`config.mk`:
```
export PLATFORM = sky130hd
export DESIGN_NAME = pn_seq_axis_source
export DESIGN_NICKNAME = d
export VERILOG_FILES = /design/src/rtl/pn_seq_axis_source.sv
export SDC_FILE = /design/constraint.sdc
export NUM_CORES = 1
export LEC_CHECK = 0
export ABC_CLOCK_PERIOD_IN_PS = 5700
export BUFFER_PORTS_ARGS = -buffer_cell sky130_fd_sc_hd__clkbuf_2
export CORE_MARGIN = 10
export CORE_UTILIZATION = 55
export DETAILED_ROUTE_END_ITERATION = 16
export MAX_ROUTING_LAYER = met4
export PLACE_DENSITY = 0.89
export SETUP_SLACK_MARGIN = 0.2
export SLEW_MARGIN = 20
export SYNTH_ARGS = -nofsm -noshare
export SYNTH_HDL_FRONTEND = slang
export SYNTH_SLANG_ARGS = --single-unit
```
`constraint.sdc`:
```
create_clock -name m00_axis_aclk -period 5.7 [get_ports m00_axis_aclk]
set_input_delay 0.57 -clock m00_axis_aclk [delete_from_list [all_inputs] [get_ports m00_axis_aclk]]
set_output_delay 0.57 -clock m00_axis_aclk [all_outputs]
set_load 0.05 [all_outputs]
```
`src/rtl/pn_seq_axis_source.sv`:
```
// AXI4-Stream source of BPSK maximal-length PN chips as {Q,I} samples.
// Bursts of whole frames or continuous; tlast marks each frame end.
module pn_seq_axis_source #(
  parameter int C_M00_AXIS_TDATA_WIDTH = 64,
  parameter int LFSR_WIDTH = 11,
  parameter logic [LFSR_WIDTH-1:0] LFSR_TAPS = 11'h500,
  parameter logic [LFSR_WIDTH-1:0] LFSR_SEED = 11'h001,
  parameter int AMPLITUDE = 16384
) (
  input  logic        m00_axis_aclk,
  input  logic        m00_axis_aresetn,
  input  logic        start,
  input  logic        stop,
  input  logic [15:0] num_frames,
  output logic        busy,
  output logic [15:0] frame_count,
  output logic        m00_axis_tvalid,
  output logic [C_M00_AXIS_TDATA_WIDTH-1:0] m00_axis_tdata,
  output logic [C_M00_AXIS_TDATA_WIDTH/8-1:0] m00_axis_tstrb,
  output logic        m00_axis_tlast,
  input  logic        m00_axis_tready
);

  localparam int DW = C_M00_AXIS_TDATA_WIDTH;
  localparam int L = 2 ** LFSR_WIDTH - 1;
  localparam logic [31:0] POS = 32'(AMPLITUDE);
  localparam logic [31:0] NEG = 32'(-AMPLITUDE);
  localparam logic [LFSR_WIDTH-1:0] LAST = LFSR_WIDTH'(L - 1);

  typedef enum logic {IDLE, STREAM} state_t;

  state_t state, state_n;
  logic [LFSR_WIDTH-1:0] lfsr, lfsr_n;
  logic [LFSR_WIDTH-1:0] chip, chip_n;
  logic [15:0] nf, nf_n;
  logic [15:0] fc, fc_n;
  logic [DW-1:0] data, data_n;
  logic last, last_n;
  logic xfer;

  function automatic logic [DW-1:0] map(input logic c);
    return {{(DW-32){1'b0}}, (c ? NEG : POS)};
  endfunction

  assign xfer = (state == STREAM) && m00_axis_tready;

  always_comb begin
    state_n = state;
    lfsr_n  = lfsr;
    chip_n  = chip;
    nf_n    = nf;
    fc_n    = fc;
    data_n  = data;
    last_n  = last;
    unique case (state)
      IDLE: begin
        if (start) begin
          state_n = STREAM;
          nf_n    = num_frames;
          lfsr_n  = LFSR_SEED;
          chip_n  = '0;
          fc_n    = '0;
          data_n  = map(LFSR_SEED[LFSR_WIDTH-1]);
          last_n  = 1'b0;
        end
      end
      STREAM: begin
        if (xfer && last) begin
          // frame boundary: every frame restarts from the seed
          chip_n = '0;
          lfsr_n = LFSR_SEED;
          fc_n   = fc + 16'd1;
          data_n = map(LFSR_SEED[LFSR_WIDTH-1]);
          last_n = 1'b0;
          if (stop || (nf != 16'd0 && fc + 16'd1 == nf))
            state_n = IDLE;
        end else if (xfer) begin
          lfsr_n = {lfsr[LFSR_WIDTH-2:0], ^(lfsr & LFSR_TAPS)};
          chip_n = chip + 1'b1;
          data_n = map(lfsr_n[LFSR_WIDTH-1]);
          last_n = (chip_n == LAST);
        end
      end
      default: state_n = IDLE;
    endcase
  end

  always_ff @(posedge m00_axis_aclk) begin
    if (!m00_axis_aresetn) begin
      state <= IDLE;
      lfsr  <= LFSR_SEED;
      chip  <= '0;
      nf    <= '0;
      fc    <= '0;
      data  <= '0;
      last  <= 1'b0;
    end else begin
      state <= state_n;
      lfsr  <= lfsr_n;
      chip  <= chip_n;
      nf    <= nf_n;
      fc    <= fc_n;
      data  <= data_n;
      last  <= last_n;
    end
  end

  assign busy            = (state == STREAM);
  assign m00_axis_tvalid = (state == STREAM);
  assign m00_axis_tlast  = last;
  assign m00_axis_tdata  = data;
  assign m00_axis_tstrb  = '1;
  assign frame_count     = fc;

endmodule

```
# == Yosys cells after proc, flatten, opt, wreduce, memory -nomap -nowiden ==
# Cells that the tools add are included.
# Widths: inputs -> output; s select.
# totals
ff_bits,120
inputBits,21
output_inout_bits,91
word_cells,48
# op_classes
add_sub_neg,2
eq_ne,5
mux,24
bitwise_logic,1
n_reduce_logical,9
# ops
operator,count
$mux 64,3
$pmux 64 s2,1
$mux 11,6
$pmux 11 s2,2
$mux 16,2
$mux 32,1
$pmux 16 s2,1
$add 16x1->16 const B,1
$eq 16x16->1,1
$reduce_bool 16->1,1
$add 11x1->11 const B,1
$eq 11x11->1 const B,1
$reduce_xor 11->1,1
$mux 1,6
$reduce_and 2->1,3
$pmux 1 s2,2
$logic_and 1x1->1,3
$ne 3x1->1 const B,1
$ne 2x1->1 const B,1
$ne 2x2->1 const B,1
$logic_or 1x1->1,1
$not 1->1,1

# == Depth between registers and ports, before layout ==
# logic_depth
word_depth,7
ltp_mapped,7

# == Worst setup path after synthesis ==
# No wires, ideal clock.
# synth_path
kind,register -> register
start,register fc[0] (netlist: frame_count[0])
end,register state (netlist: busy)
setup_ns,0.127
arrival_time_ns,2.129
t_required_ns,5.573
path_slack_ns,3.444
path_stages_with_launch,8
n_path_buf,0
cell_sequence,dfxtp_1 > ha_1 > nand4_1 > nor3_1 > xnor2_1 > o211ai_1 > nor4_1 > a31oi_1
# synth_between
elab_chain_len,7
# synth_lines
element,line,rtl
"start, declared",36,"logic [15:0] fc, fc_n;"
"start signal, assigned",102,fc <= fc_n;
$add 16x1->16,75,if (stop || (nf != 16'd0 && fc + 16'd1 == nf))
$eq 16x16->1,75,
$logic_and 1x1->1,75,
$logic_or 1x1->1,75,
$mux 1,75,
$mux 1,68,if (xfer && last) begin
$pmux 1 s2,55,unique case (state)
"end signal, assigned",98,state <= state_n;
"end, declared",32,"state_t state, state_n;"
# No other way between the ends.
# A chain may end at the register's enable or synchronous reset.

# == Worst setup path in the final report ==
# layout_path
start,register last (netlist: m00_axis_tlast)
end,register fc[5] (netlist: frame_count[5])
# layout_between
elab_chain_len,3
# layout_lines
element,line,rtl
"start, declared",38,"logic last, last_n;"
"start signal, assigned",104,last <= last_n;
$logic_and 1x1->1,68,
$ne 2x1->1 (no line),-,
$reduce_and 2->1 (no line),-,
# No other way between the ends.

==> results.sh <==
export IMPL_status="complete, no violations"
export IMPL_worstPathRequired_ns=5.90
export IMPL_area_growth_pct=3.12
export IMPL_holdBufCountCts=0
export IMPL_wirelength_um=8280
export IMPL_placementRows=28
export IMPL_synth_seq_area_share_pct=33.0
export IMPL_finalSetupTns_ns=0
export IMPL_rsz0062_at_grt="no"
export IMPL_max_slew_margin_rel_pct=29.0
export IMPL_p_sw_uw=293
export IMPL_synth_area_per_cell_um2=7.66
export IMPL_synth_ff_type="dfxtp_1"
export IMPL_critPathLaunchType="flop"
export IMPL_total_power_uw=895
export IMPL_antenna_found_initial=0
export IMPL_critPathMaxFanout=24
export IMPL_min_period_over_period_pct=41.9
export IMPL_clock_sinks=57
export IMPL_setup_slack_ns=3.31
export IMPL_finalCriticalPeriod_ns=2.39
export IMPL_final_cells=555
export IMPL_grt_max_degree=54
export IMPL_synth_edf_count=0
export IMPL_grt_use_total_pct=16.6
export IMPL_vias=3029
export IMPL_final_cell_mix="nand2_1, dfxtp_1, clkbuf_2, conb_1, nor2_1"
export IMPL_p_leak_nw=1.52
export IMPL_initial_utilization_pct=57.3
export IMPL_viasPerCell=5.46
export IMPL_worst_r2r_setup_slack_ns=3.31
export IMPL_hold_violations=0
export IMPL_place_gp_congestion=0.913
export IMPL_htree_levels=3
export IMPL_drt_iter0_drc=183
export IMPL_p_per_area_mw_per_mm2=251
export IMPL_floorplan_die_area_mm2=0.00985
export IMPL_whs_ns=0.446
export IMPL_yosys_warnings=0
export IMPL_core_area_mm2=0.00603
export IMPL_first_pass_iters=5
export IMPL_drc=0
export IMPL_antenna_left=0
export IMPL_vdd_drop_max_mv=0.203
export IMPL_critPathArrivalTime_ns=2.59
export IMPL_clk_latency_ns=0.34
export IMPL_syn_cell_area_mm2=0.00345
export IMPL_cts_max_path_buffers=2
export IMPL_finalSetupViolCount=0
export IMPL_synth_top_cell_area_share_pct=33.0
export IMPL_slew_viol_final=0
export IMPL_num_antenna_cells=0
export IMPL_ios=112
export IMPL_cts_made_buffers=9
export IMPL_fmax_ghz=0.418
export IMPL_ctsResizeCount=0
export IMPL_register_area_mm2=0.00114
export IMPL_pwr_share_comb_pct=17.5
export IMPL_p_seq_share_pct=46.8
export IMPL_cts_tree="built"
export IMPL_io_buffers=57
export IMPL_die_h_um=99.2
export IMPL_cts_setup_buffers=0
export IMPL_nNetsFinal=500
export IMPL_ys_types=47
export IMPL_async_reset_ff_share_pct=0
export IMPL_yosysTopAreaCell="dfxtp_1"
export IMPL_drive_gt1_share_pct=16.0
export IMPL_skew_ns=0.00730
export IMPL_p_int_uw=601
export IMPL_post_drt_wl_per_cell_um=14.9
export IMPL_max_cap_violations=0
export IMPL_power_share_clock_pct=35.7
export IMPL_tightest_slew_ns=1.07
export IMPL_ys_seq_elements=57
export IMPL_synth_area_top_cells="dfxtp_1, buf_4, nand2_1"
export IMPL_cp_end_kind="flop"
export IMPL_crit_type="flop to flop"
export IMPL_path_clk_slew_ns=0.06
export IMPL_fp_dieW_um=99.2
export IMPL_n_fill_cell=565
export IMPL_dp_cells=540
export IMPL_p_sw_share_pct=32.8
export IMPL_final_common_cell="nand2_1"
export IMPL_synthCells=451
export IMPL_clockRootBuffer="clkbuf_8"
export IMPL_grt_pass1_vias=2793
export IMPL_hp_class="primary input to flop"
export IMPL_dp_hpwl_um=6160
export IMPL_grt_pass1_wl_um=13300
export IMPL_multi_input_area_mm2=0.00186
export IMPL_place_ws_ns=3.25
export IMPL_overflow=0
[sequential cells by signal, indices dropped and copies added, names as in the netlist]
signal,count
m00_axis_tdata,2
lfsr,10
busy,1
nf,16
frame_count,16
m00_axis_tlast,1
chip,11
[per-layer routing]
metal  GRT usage [%]  share of wire (%)  up-vias
met4            4.52                1.2        0
met2            27.2                 51      144
met5               -                  0        -
met3            6.85                9.7       13
li1                -                  -     1468
met1            18.2                 38     1404
[per-stage QoR]
stage | cell area (um2) | util [%]
4_1_cts | 3560 | 59.1
2_1_floorplan | 3650 | -
5_1_grt | 3560 | 59.1
3_3_place_gp | 3400 | 56.4
3_5_place_dp | 3400 | 56.4
6_report | 3560 | 59.1
[power groups by stage]
stage | clock network [mW] | registers (mW) | logic, mW
6_report | 0.319 | 0.419 | 0.157
5_1_grt | 0.344 | 0.420 | 0.168
4_1_cts | 0.325 | 0.418 | 0.155
3_5_place_dp | 0 | 0.427 | 0.154
3_3_place_gp | 0 | 0.427 | 0.152
2_1_floorplan | 0 | 0.428 | 0.160
[worst paths after layout]
check / cells past startpoint / endpoint / from
min: 3 / nf[3]$_SDFFE_PN0P_ / num_frames[3]
min reg2reg: 2 / m00_axis_tdata[14]$_SDFFE_PN0P_ / m00_axis_tdata[14]$_SDFFE_PN0P_
max reg2reg: 5 / frame_count[5]$_SDFFE_PN0P_ / m00_axis_tlast$_SDFFE_PN0P_
max: 5 / frame_count[5]$_SDFFE_PN0P_ / m00_axis_tlast$_SDFFE_PN0P_
[final cells by class]
type | count | share of cell area, %
Clock buffer | 12 | 4.08
Clock inverter | 3 | 0.492
Inverter | 3 | 0.316
Multi-Input combinational cell | 347 | 52.2
Sequential cell | 57 | 32.0
Tap cell | 75 | 2.64
Timing Repair Buffer | 58 | 8.22
[Yosys cell counts (2+ instances only)]
cell and number:
and3_1 3, mux2i_1 4, a21oi_1 38, xnor2_1 16
ha_1 3, and4_1 2, inv_1 2, nand4_1 8
nor2_1 47, o21ai_0 18, clkbuf_1 18, nand2b_1 7
nand3_1 11, buf_4 72, a21o_1 2, dfxtp_1 57
nand2_1 61, nor3_1 5, conb_1 2, a31oi_1 5
a311oi_1 2, xor2_1 10, nor3b_1 3, o211ai_1 2
a22oi_1 15, buf_2 5, nor4_1 9, o211a_1 2
or3_1 4
[kinds of logic (layout without fill, tap and decap cells)]
kind of cell / Yosys count / count (layout) / share of synthesized area (%)
buffers and inverters: 99 / 76 / 18.8
DFF: 57 / 57 / 33.0
and+or+nand+nor: 172 / 172 / 24.1
xor gates and xnor gates: 26 / 26 / 6.59
adders and majority gates: 3 / 3 / 1.09
muxes: 4 / 4 / 1.16
AOI/OAI and AO/OA: 88 / 88 / 15.1
other: 2 / 54 / 0.217
[critical path, stage by stage, from the launching register on]
cell and delay (ns):
dfxtp_1 0.50, nand3_1 0.64, nand2_1 0.60, o21ai_0 0.17
a22oi_1 0.27, nor2_1 0.06
No activity file was read; power rests on OpenSTA's default activity.
